--- src/rtl/turn_signal_flasher.sv ---
// Turn-signal flasher: conditions the left/right/hazard buttons and runs the indicator
// mode FSM with a shared 50 % duty blink timer driving the lamp commands.
module turn_signal_flasher #(
   parameter int BLINK_HALF  = 25_000_000,
   parameter int DEB_CYC     = 200_000,
   parameter int TAP_CYC     = 12_500_000,
   parameter int LANE_BLINKS = 3
) (
   input  logic clk,
   input  logic rst,
   input  logic btn_left,
   input  logic btn_right,
   input  logic btn_hazard,
   output logic turn_left,
   output logic turn_right,
   output logic blink_tick,
   output logic active
);

   localparam int DW   = $clog2(DEB_CYC + 1);
   localparam int TW   = $clog2(TAP_CYC + 1);
   localparam int BW   = $clog2(BLINK_HALF + 1);
   localparam int LW   = $clog2(LANE_BLINKS + 1);
   localparam int NBTN = 3;
   localparam int IDX_L = 0;
   localparam int IDX_R = 1;
   localparam int IDX_H = 2;

   typedef enum logic [1:0] {
      MODE_OFF,
      MODE_LEFT,
      MODE_RIGHT
   } mode_t;

   logic [NBTN-1:0] btn_raw;
   logic [NBTN-1:0] press_ev;
   logic [NBTN-1:0] release_ev;

   assign btn_raw = {btn_hazard, btn_right, btn_left};

   // Per button: two-flop synchroniser, then a counter that must see DEB_CYC
   // consecutive disagreeing cycles before the debounced level is allowed to follow.
   generate
      for (genvar gi = 0; gi < NBTN; gi++) begin : g_btn
         logic [1:0]    sync_q, sync_d;
         logic          deb_q, deb_d;
         logic [DW-1:0] cnt_q, cnt_d;
         logic          press_q, press_d;
         logic          rel_q, rel_d;

         always_comb begin
            sync_d  = {sync_q[0], btn_raw[gi]};
            deb_d   = deb_q;
            cnt_d   = '0;
            press_d = 1'b0;
            rel_d   = 1'b0;
            if (sync_q[1] != deb_q) begin
               if (cnt_q == DW'(DEB_CYC)) begin
                  deb_d   = sync_q[1];
                  press_d = sync_q[1];
                  rel_d   = ~sync_q[1];
               end else begin
                  cnt_d = cnt_q + 1'b1;
               end
            end
         end

         always_ff @(posedge clk) begin
            if (rst) begin
               sync_q  <= '0;
               deb_q   <= 1'b0;
               cnt_q   <= '0;
               press_q <= 1'b0;
               rel_q   <= 1'b0;
            end else begin
               sync_q  <= sync_d;
               deb_q   <= deb_d;
               cnt_q   <= cnt_d;
               press_q <= press_d;
               rel_q   <= rel_d;
            end
         end

         assign press_ev[gi]   = press_q;
         assign release_ev[gi] = rel_q;
      end
   endgenerate

   mode_t         mode_q, mode_d;
   logic          lane_q, lane_d;
   logic [LW-1:0] lane_cnt_q, lane_cnt_d;
   logic [TW-1:0] tap_q, tap_d;
   logic          hazard_q, hazard_d;
   logic [BW-1:0] blink_cnt_q, blink_cnt_d;
   logic          phase_q, phase_d;
   logic          turn_left_q, turn_left_d;
   logic          turn_right_q, turn_right_d;
   logic          blink_tick_q, blink_tick_d;
   logic          active_q, active_d;

   logic go_left, go_right, tap_open, on_end;
   logic dir_evt, restart, engaged_d, idle_q;

   always_comb begin
      mode_d       = mode_q;
      lane_d       = lane_q;
      lane_cnt_d   = lane_cnt_q;
      hazard_d     = hazard_q;
      blink_cnt_d  = blink_cnt_q;
      phase_d      = phase_q;
      blink_tick_d = 1'b0;
      dir_evt      = 1'b0;
      restart      = 1'b0;

      // Simultaneous left and right presses cancel each other out.
      go_left  = press_ev[IDX_L] & ~press_ev[IDX_R];
      go_right = press_ev[IDX_R] & ~press_ev[IDX_L];
      tap_open = (tap_q < TW'(TAP_CYC));
      tap_d    = tap_open ? tap_q + 1'b1 : tap_q;
      on_end   = phase_q && (blink_cnt_q == BW'(BLINK_HALF - 1));
      idle_q   = !hazard_q && (mode_q == MODE_OFF);

      case (mode_q)
         MODE_OFF: begin
            if (go_left) begin
               mode_d  = MODE_LEFT;
               dir_evt = 1'b1;
            end else if (go_right) begin
               mode_d  = MODE_RIGHT;
               dir_evt = 1'b1;
            end
         end
         MODE_LEFT: begin
            if (go_left) begin
               mode_d  = MODE_OFF;
               dir_evt = 1'b1;
            end else if (go_right) begin
               mode_d  = MODE_RIGHT;
               dir_evt = 1'b1;
               restart = 1'b1;
            end else if (release_ev[IDX_L] && tap_open) begin
               lane_d = 1'b1;
            end
         end
         MODE_RIGHT: begin
            if (go_right) begin
               mode_d  = MODE_OFF;
               dir_evt = 1'b1;
            end else if (go_left) begin
               mode_d  = MODE_LEFT;
               dir_evt = 1'b1;
               restart = 1'b1;
            end else if (release_ev[IDX_R] && tap_open) begin
               lane_d = 1'b1;
            end
         end
         default: mode_d = MODE_OFF;
      endcase

      if (dir_evt) begin
         lane_d     = 1'b0;
         lane_cnt_d = '0;
         tap_d      = '0;
      end else if ((mode_q != MODE_OFF) && on_end) begin
         // Lane mode drops out exactly as its last ON phase ends.
         if (lane_cnt_q != LW'(LANE_BLINKS))
            lane_cnt_d = lane_cnt_q + 1'b1;
         if (lane_q && (lane_cnt_q >= LW'(LANE_BLINKS - 1))) begin
            mode_d     = MODE_OFF;
            lane_d     = 1'b0;
            lane_cnt_d = '0;
         end
      end

      if (press_ev[IDX_H])
         hazard_d = ~hazard_q;

      engaged_d = hazard_d || (mode_d != MODE_OFF);

      if (!engaged_d) begin
         blink_cnt_d = '0;
         phase_d     = 1'b0;
      end else if (idle_q || restart) begin
         blink_cnt_d  = '0;
         phase_d      = 1'b1;
         blink_tick_d = 1'b1;
      end else if (blink_cnt_q == BW'(BLINK_HALF - 1)) begin
         blink_cnt_d  = '0;
         phase_d      = ~phase_q;
         blink_tick_d = ~phase_q;
      end else begin
         blink_cnt_d = blink_cnt_q + 1'b1;
      end

      turn_left_d  = phase_d && (hazard_d || (mode_d == MODE_LEFT));
      turn_right_d = phase_d && (hazard_d || (mode_d == MODE_RIGHT));
      active_d     = engaged_d;
   end

   always_ff @(posedge clk) begin
      if (rst) begin
         mode_q       <= MODE_OFF;
         lane_q       <= 1'b0;
         lane_cnt_q   <= '0;
         tap_q        <= '0;
         hazard_q     <= 1'b0;
         blink_cnt_q  <= '0;
         phase_q      <= 1'b0;
         turn_left_q  <= 1'b0;
         turn_right_q <= 1'b0;
         blink_tick_q <= 1'b0;
         active_q     <= 1'b0;
      end else begin
         mode_q       <= mode_d;
         lane_q       <= lane_d;
         lane_cnt_q   <= lane_cnt_d;
         tap_q        <= tap_d;
         hazard_q     <= hazard_d;
         blink_cnt_q  <= blink_cnt_d;
         phase_q      <= phase_d;
         turn_left_q  <= turn_left_d;
         turn_right_q <= turn_right_d;
         blink_tick_q <= blink_tick_d;
         active_q     <= active_d;
      end
   end

   assign turn_left  = turn_left_q;
   assign turn_right = turn_right_q;
   assign blink_tick = blink_tick_q;
   assign active     = active_q;

endmodule

--- config.mk ---
export PLATFORM = sky130hd
export DESIGN_NAME = turn_signal_flasher
export DESIGN_NICKNAME = d
export VERILOG_FILES = /design/src/rtl/turn_signal_flasher.sv
export SDC_FILE = /design/constraint.sdc
export NUM_CORES = 1
export LEC_CHECK = 0
export BUFFER_PORTS_ARGS = -buffer_cell sky130_fd_sc_hd__buf_2
export CORE_MARGIN = 10
export CORE_UTILIZATION = 25
export CTS_BUF_LIST = sky130_fd_sc_hd__clkbuf_4 sky130_fd_sc_hd__clkbuf_8 sky130_fd_sc_hd__clkbuf_16
export DETAILED_ROUTE_END_ITERATION = 6
export HOLD_SLACK_MARGIN = 0.05
export PLACE_DENSITY = 0.51
export SLEW_MARGIN = 40
export SYNTH_ARGS = -nofsm -noshare
export SYNTH_HDL_FRONTEND = slang
export SYNTH_SLANG_ARGS = --single-unit
--- constraint.sdc ---
create_clock -name clk -period 3.1 [get_ports clk]
set_input_delay 0.465 -clock clk [delete_from_list [all_inputs] [get_ports clk]]
set_output_delay 0.465 -clock clk [all_outputs]
set_load 0.02 [all_outputs]
== Word-level counts from Yosys, hierarchy flattened ==
Index checks and enable logic that the tools add are counted.

* Bits in registers: 128
* Input port bits: 5
* Output and inout bits: 4
* Logic and storage cells: 125

* Add/subtract/negate cells: 6
* Magnitude comparators: 2
* Equal/unequal tests: 12
* Multiplexer cells: 34
* Bitwise gates (word level): 15
* Reductions and logical operators: 31

{| class="wikitable"
|+ Operators with widths
! cell !! count
|-
| adder 18 x 1 -> 18 bit, second input constant || 3
|-
| equality test 18 bit, second input constant || 3
|-
| adder 25 x 1 -> 25 bit, second input constant || 1
|-
| equality test 25 bit, second input constant || 1
|-
| adder 24 x 1 -> 24 bit, second input constant || 1
|-
| less-than comparator 24 bit, second input constant || 1
|-
| two-way mux 1 bit || 20
|-
| two-way mux 2 bit || 10
|-
| OR reduction 3 bit || 6
|-
| inverter 1 bit || 13
|-
| logical AND 1 bit || 8
|-
| AND reduction 2 bit || 4
|-
| case mux 1 bit (2 select lines) || 3
|-
| case mux 2 bit (3 select lines) || 1
|-
| nonzero test 2 bit || 3
|-
| OR reduction 2 bit || 3
|-
| equality test 2 x 1 -> 1 bit, second input constant || 2
|-
| equality test 2 bit, second input constant || 2
|-
| logical OR 1 bit || 4
|-
| OR reduction 4 bit || 1
|-
| inequality test 1 bit || 3
|-
| adder 2 x 1 -> 2 bit, second input constant || 1
|-
| AND 1 bit || 2
|-
| >= comparator 2 bit, second input constant || 1
|-
| 3 further kinds || 3
|}

== Depth between registers and ports, before layout ==
* Depth after elaboration: 12
* Gate-level depth with buffers: 10
* Gate-level depth less buffers: 9

== Worst setup path after synthesis ==
Ideal clock, no wire load.

* Path kind: register -> register
* From: register blink_cnt_q[2]
* To: register blink_cnt_q[10]
* Library setup time: 0.132 ns
* Arrival: 2.288 ns
* Data required time: 2.968 ns
* Setup slack: 0.680 ns
* Cell stages (with the launch flop): 11
* Buffers on the path: 1
* Clock period less this slack: 2.420 ns
* Path through: dfxtp_1 -> and4_1 -> nand2_1 -> nor4_1 -> ha_1 -> nand2b_1 -> o31ai_1 -> nand2_1 -> o211ai_2 -> buf_6 -> nor3_1

* Longest elaborated chain between the ends: 9
* Elaborated cells between the ends (all ways): 10
* Classes of those cells: add/sub: 1; eq/ne: 1; mux: 2; bitwise: 1; reduce/logical: 5

{| class="wikitable"
|+ Ends and longest elaborated chain
! what !! RTL line !! source
|-
| start: declaration || 94 || <nowiki>logic [BW-1:0] blink_cnt_q, blink_cnt_d;</nowiki>
|-
| start signal: assignment || 219 || <nowiki>blink_cnt_q <= blink_cnt_d;</nowiki>
|-
| equality test 25 bit || 120, 187 ||
|-
| logical AND 1 bit || 120 || <nowiki>on_end = phase_q && (blink_cnt_q == BW'(BLINK_HALF - 1));</nowiki>
|-
| logical AND 1 bit || 164 || <nowiki>end else if ((mode_q != MODE_OFF) && on_end) begin</nowiki>
|-
| two-way mux 2 bit || 164 ||
|-
| two-way mux 2 bit || 160 || <nowiki>if (dir_evt) begin</nowiki>
|-
| nonzero test 2 bit || 178 || <nowiki>engaged_d = hazard_d || (mode_d != MODE_OFF);</nowiki>
|-
| logical OR 1 bit || 178 ||
|-
| inverter 1 bit (no source line) || - ||
|-
| OR reduction 4 bit (no source line) || - ||
|}

Several ways; a longest one is shown, not always the timed one.
A chain may end at the register's enable or synchronous reset.

== Worst setup path after layout ==
* From: register blink_cnt_q[0]
* To: register blink_cnt_q[24]

Same word-level chain as after synthesis.

==> summary.md <==
| Metric | Value |
|---|---|
| Die Ht | 175 µm |
| Grt ovf | 0 |
| Layout Skew | 0.0162 ns |
| Capturing point of the worst reg2reg path | blink_cnt_q[24] |
| Final Cell Area | a little over 7000 µm² |
| Worst R2R Start | blink_cnt_q[0] |
| R2R setup slack | 0.45 ns |
| Slew margin rel. | 50.9% |
| Router iterations before antenna repair | 5 |
| Vias in the first global route | 4345 |
| Startpoint Class | flip-flop |
| Sequential area share after synthesis | between 40 and 50% |
| Peak VDD IR | 0.453 mV |
| Reg area | approximately 2600 µm² |
| Arrival time worst endpoint | 2.93 ns |
| Cell Chain, Critical Path | ha_1, nand2_1, nor4_1, ha_1, nand2b_1, o31ai_1, nand2_1, o211ai_4, nor3_1 |
| Lkg Pwr | 2.33 nW |
| Status | complete, no violations |
| Cell Rows | 56 |
| Max Cap Viol | 0 |
| Fin Setup TNS | 0 ns |
| Pre-CTS setup slack | 0.444 ns |
| Cell Pwr Density | about 570 nW/µm² |
| Fraction of layout cells with a size suffix above 1 | between 8 and 9% |
| Finish-stage setup viols | 0 |
| Post-synth net total | 711 |
| Commonest cells post-synth | dfxtp_1, nor2_1, nand3_1 |
| Setup Buffers After CTS | 0 |
| Max FO, Critical Path | 25 |
| Core area | approximately 24000 µm² |
| Synth Area per Inst | 8.77 µm² |
| First-pass GRT wire length | 20000 µm |
| Placed inst area | 6350 µm² |
| P_sw | 0.768 mW |
| Final min period | 2.65 ns |
| CP Class | flip-flop to flip-flop |
| Num CTS Buffers | 17 |
| Yosys top cell by area | dfxtp_1 |
| Hold Path Stages | 2 |
| Worst setup EP type | flip-flop |
| Final slew viol count | 0 |
| Multi-input logic area | around 3200 µm² |
| Crit share post-route | 85.6% |
| Initial antenna violation count | 0 |
| CTS clk-pin slew, worst paths | approximately 0.06 ns |
| Layout area overhead | 17.4% |
| Clk pwr share | 57.9% |
| Ys flop type | dfxtp_1 |
| Final Hold Fails | 0 |
| Hold_buf cts | 0 |
| DIE AREA | approximately 30000 µm² |
| CTS Buffer Depth | 2 |
| Setup ws final | 0.445 ns |
| Cell with the most instances after synthesis | dfxtp_1 |
| Comb pwr share | approximately 1.0% |
| CTS H-tree depth | 4 |
| DR WL/cell | 11.0 µm |
| Slowest CP cell | nor4_1 |
| RSZ-0062 raised after global routing | false |
| Input/output buffers | 8 |
| Synth async-reset ratio | 0% |
| Ranking of synthesized cells by area | dfxtp_1, xor2_1, nor2_1 |
| YS warnings | 0 |
| Final HPWL from detailed placement | 7530 µm |
| CTS tree | done |
| DR iter-0 viols | 218 |
| Total Wirelength | approximately 11000 µm |
| Post-synth top area share | roughly 43% |
| Fin util | 30.0% |
| Max incr delay on CP | 0.44 ns |
| EDFF count, synth | 0 |
| Worst Hold Path EP | g_btn[1].sync_q[0] |
| Post-Syn Instances | 685 |
| Initial Util | about a quarter |
| Final-stage net count | approximately 700 |
| Hold Crit Start | btn_right |
| Via Count | 4511 |
| Post-synthesis sequential element count | between 100 and 150 |
| Clock root buffer | clkbuf_16 |
| ANT nets after route | 0 |
| GPL Wtd Cong | 0.729 |
| Largest net degree at the start of global routing | 44 |
| Peak Freq | around 380 MHz |
| Die W | 175 µm |
| Req. time, crit path | around 3.4 ns |
| Remaining DRCs | 0 |
| Actual slew at the worst max-slew pin | 0.730 ns |
| Fillers | 2503 |
| PostCTS Resize Cnt | 0 |
| Worst hold-check path type | primary input to flip-flop |
| Clock sinks | 128 |
| R2R depth | 9 |
| Sw Ratio | around a fifth |
| Part of the power in registers | about two fifths |
| Via density | 4.41 |
| GR Util All Layers | 7.69% |
| Diode count | 0 |
| I/O pin count | 9 |
| Total power | 4.05 mW |
| Synth cell types | 58 |
| Skew-Pair Late Insertion Delay | 0.42 ns |
| Int Power | about 3.3 mW |
| Synthesized cell area | 6010 µm² |
-- flip-flops by register name (all words and copies together), names as in the netlist, 2 cells and up --
name           count
blink_cnt_q       25
g_btn.cnt_q       54
g_btn.deb_q        3
g_btn.press_q      3
g_btn.rel_q        2
g_btn.sync_q       6
lane_cnt_q         2
mode_q             2
tap_q             24
-- layer usage --
metal / vias up / track usage (%) / routed length (µm)
li1: 2396 / - / -
met1: 2069 / 9.69 / 5780
met2: 28 / 11.8 / 4960
met3: 18 / 2.35 / 312
met4: 0 / 3.53 / 250
met5: - / 0 / 0
-- how the worst max path moves through the flow --
stage | from | end | slack [ns] | cells after the start
4_1_cts | blink_cnt_q[0] | blink_cnt_q[17] | 0.42 | 9
3_5_place_dp | blink_cnt_q[0] | blink_cnt_q[17] | 0.44 | 9
6_report | blink_cnt_q[0] | blink_cnt_q[24] | 0.45 | 9
2_1_floorplan | blink_cnt_q[2] | blink_cnt_q[10] | 0.68 | 10
5_1_grt | blink_cnt_q[0] | blink_cnt_q[12] | 0.14 | 9
3_3_place_gp | blink_cnt_q[0] | blink_cnt_q[8] | 0.45 | 9
-- stage by stage --
step | cells | hold WS [ns]
floorplan | 685 | 0.414
CTS | 1024 | 0.245
detailed placement | 993 | 0.426
global placement | 993 | 0.421
global route | 1024 | 0.265
finish | 1024 | 0.258
-- worst max-delay path: cells and delay by family (launching register included) --
| kind | cells | cell delay (ns) |
|---|---|---|
| AND/OR/NAND/NOR | 5 | 0.97 |
| flip-flops | 1 | 0.39 |
| AO/OA/AOI/OAI | 2 | 0.64 |
| adder cells (fa/ha/maj) | 2 | 0.51 |
-- final cells by class --
| type | instances | share of cell area (%) |
|---|---|---|
| Timing Repair Buffer | 11 | 0.887 |
| Inverter | 33 | 1.76 |
| Tap cell | 319 | 5.66 |
| Sequential cell | 128 | 36.3 |
| Clock inverter | 13 | 3.65 |
| Multi-Input combinational cell | 502 | 45.5 |
| Clock buffer | 18 | 6.22 |
-- cell families (layout without fill, tap and decap cells) --
| kind of cell | after synthesis | in the layout | share of synthesized area, % |
|---|---|---|---|
| compound gates | 64 | 64 | 6.64 |
| flops | 128 | 128 | 42.6 |
| mux | 5 | 5 | 0.854 |
| fa+ha+maj | 21 | 21 | 4.37 |
| buf+inv | 55 | 75 | 4.21 |
| simple gates | 337 | 337 | 30.3 |
| xor+xnor | 75 | 75 | 10.9 |
-- layout by cell type (no fill, tap or decap), drive strengths merged, types with 9 or more instances in the layout --
| master | n |
|---|---|
| nand2b | 10 |
| clkbuf | 18 |
| o21ai | 17 |
| xnor2 | 33 |
| nor2 | 86 |
| nand4 | 25 |
| buf | 11 |
| nand2 | 43 |
| and4 | 9 |
| nand3 | 43 |
| nor4 | 18 |
| nor3 | 40 |
| nor2b | 11 |
| a21oi | 23 |
| inv | 34 |
| and3 | 13 |
| ha | 21 |
| xor2 | 42 |
| or3 | 14 |
| dfxtp | 128 |
-- power groups by stage --
stage	Combinational [mW]	Clock, mW	Sequential [mW]
5_1_grt	0.0470	2.47	1.66
3_3_place_gp	0.0415	0	1.70
2_1_floorplan	0.0305	0	1.69
3_5_place_dp	0.0418	0	1.70
4_1_cts	0.0420	2.40	1.66
6_report	0.0407	2.34	1.66
(Power assumes the default switching activity.)
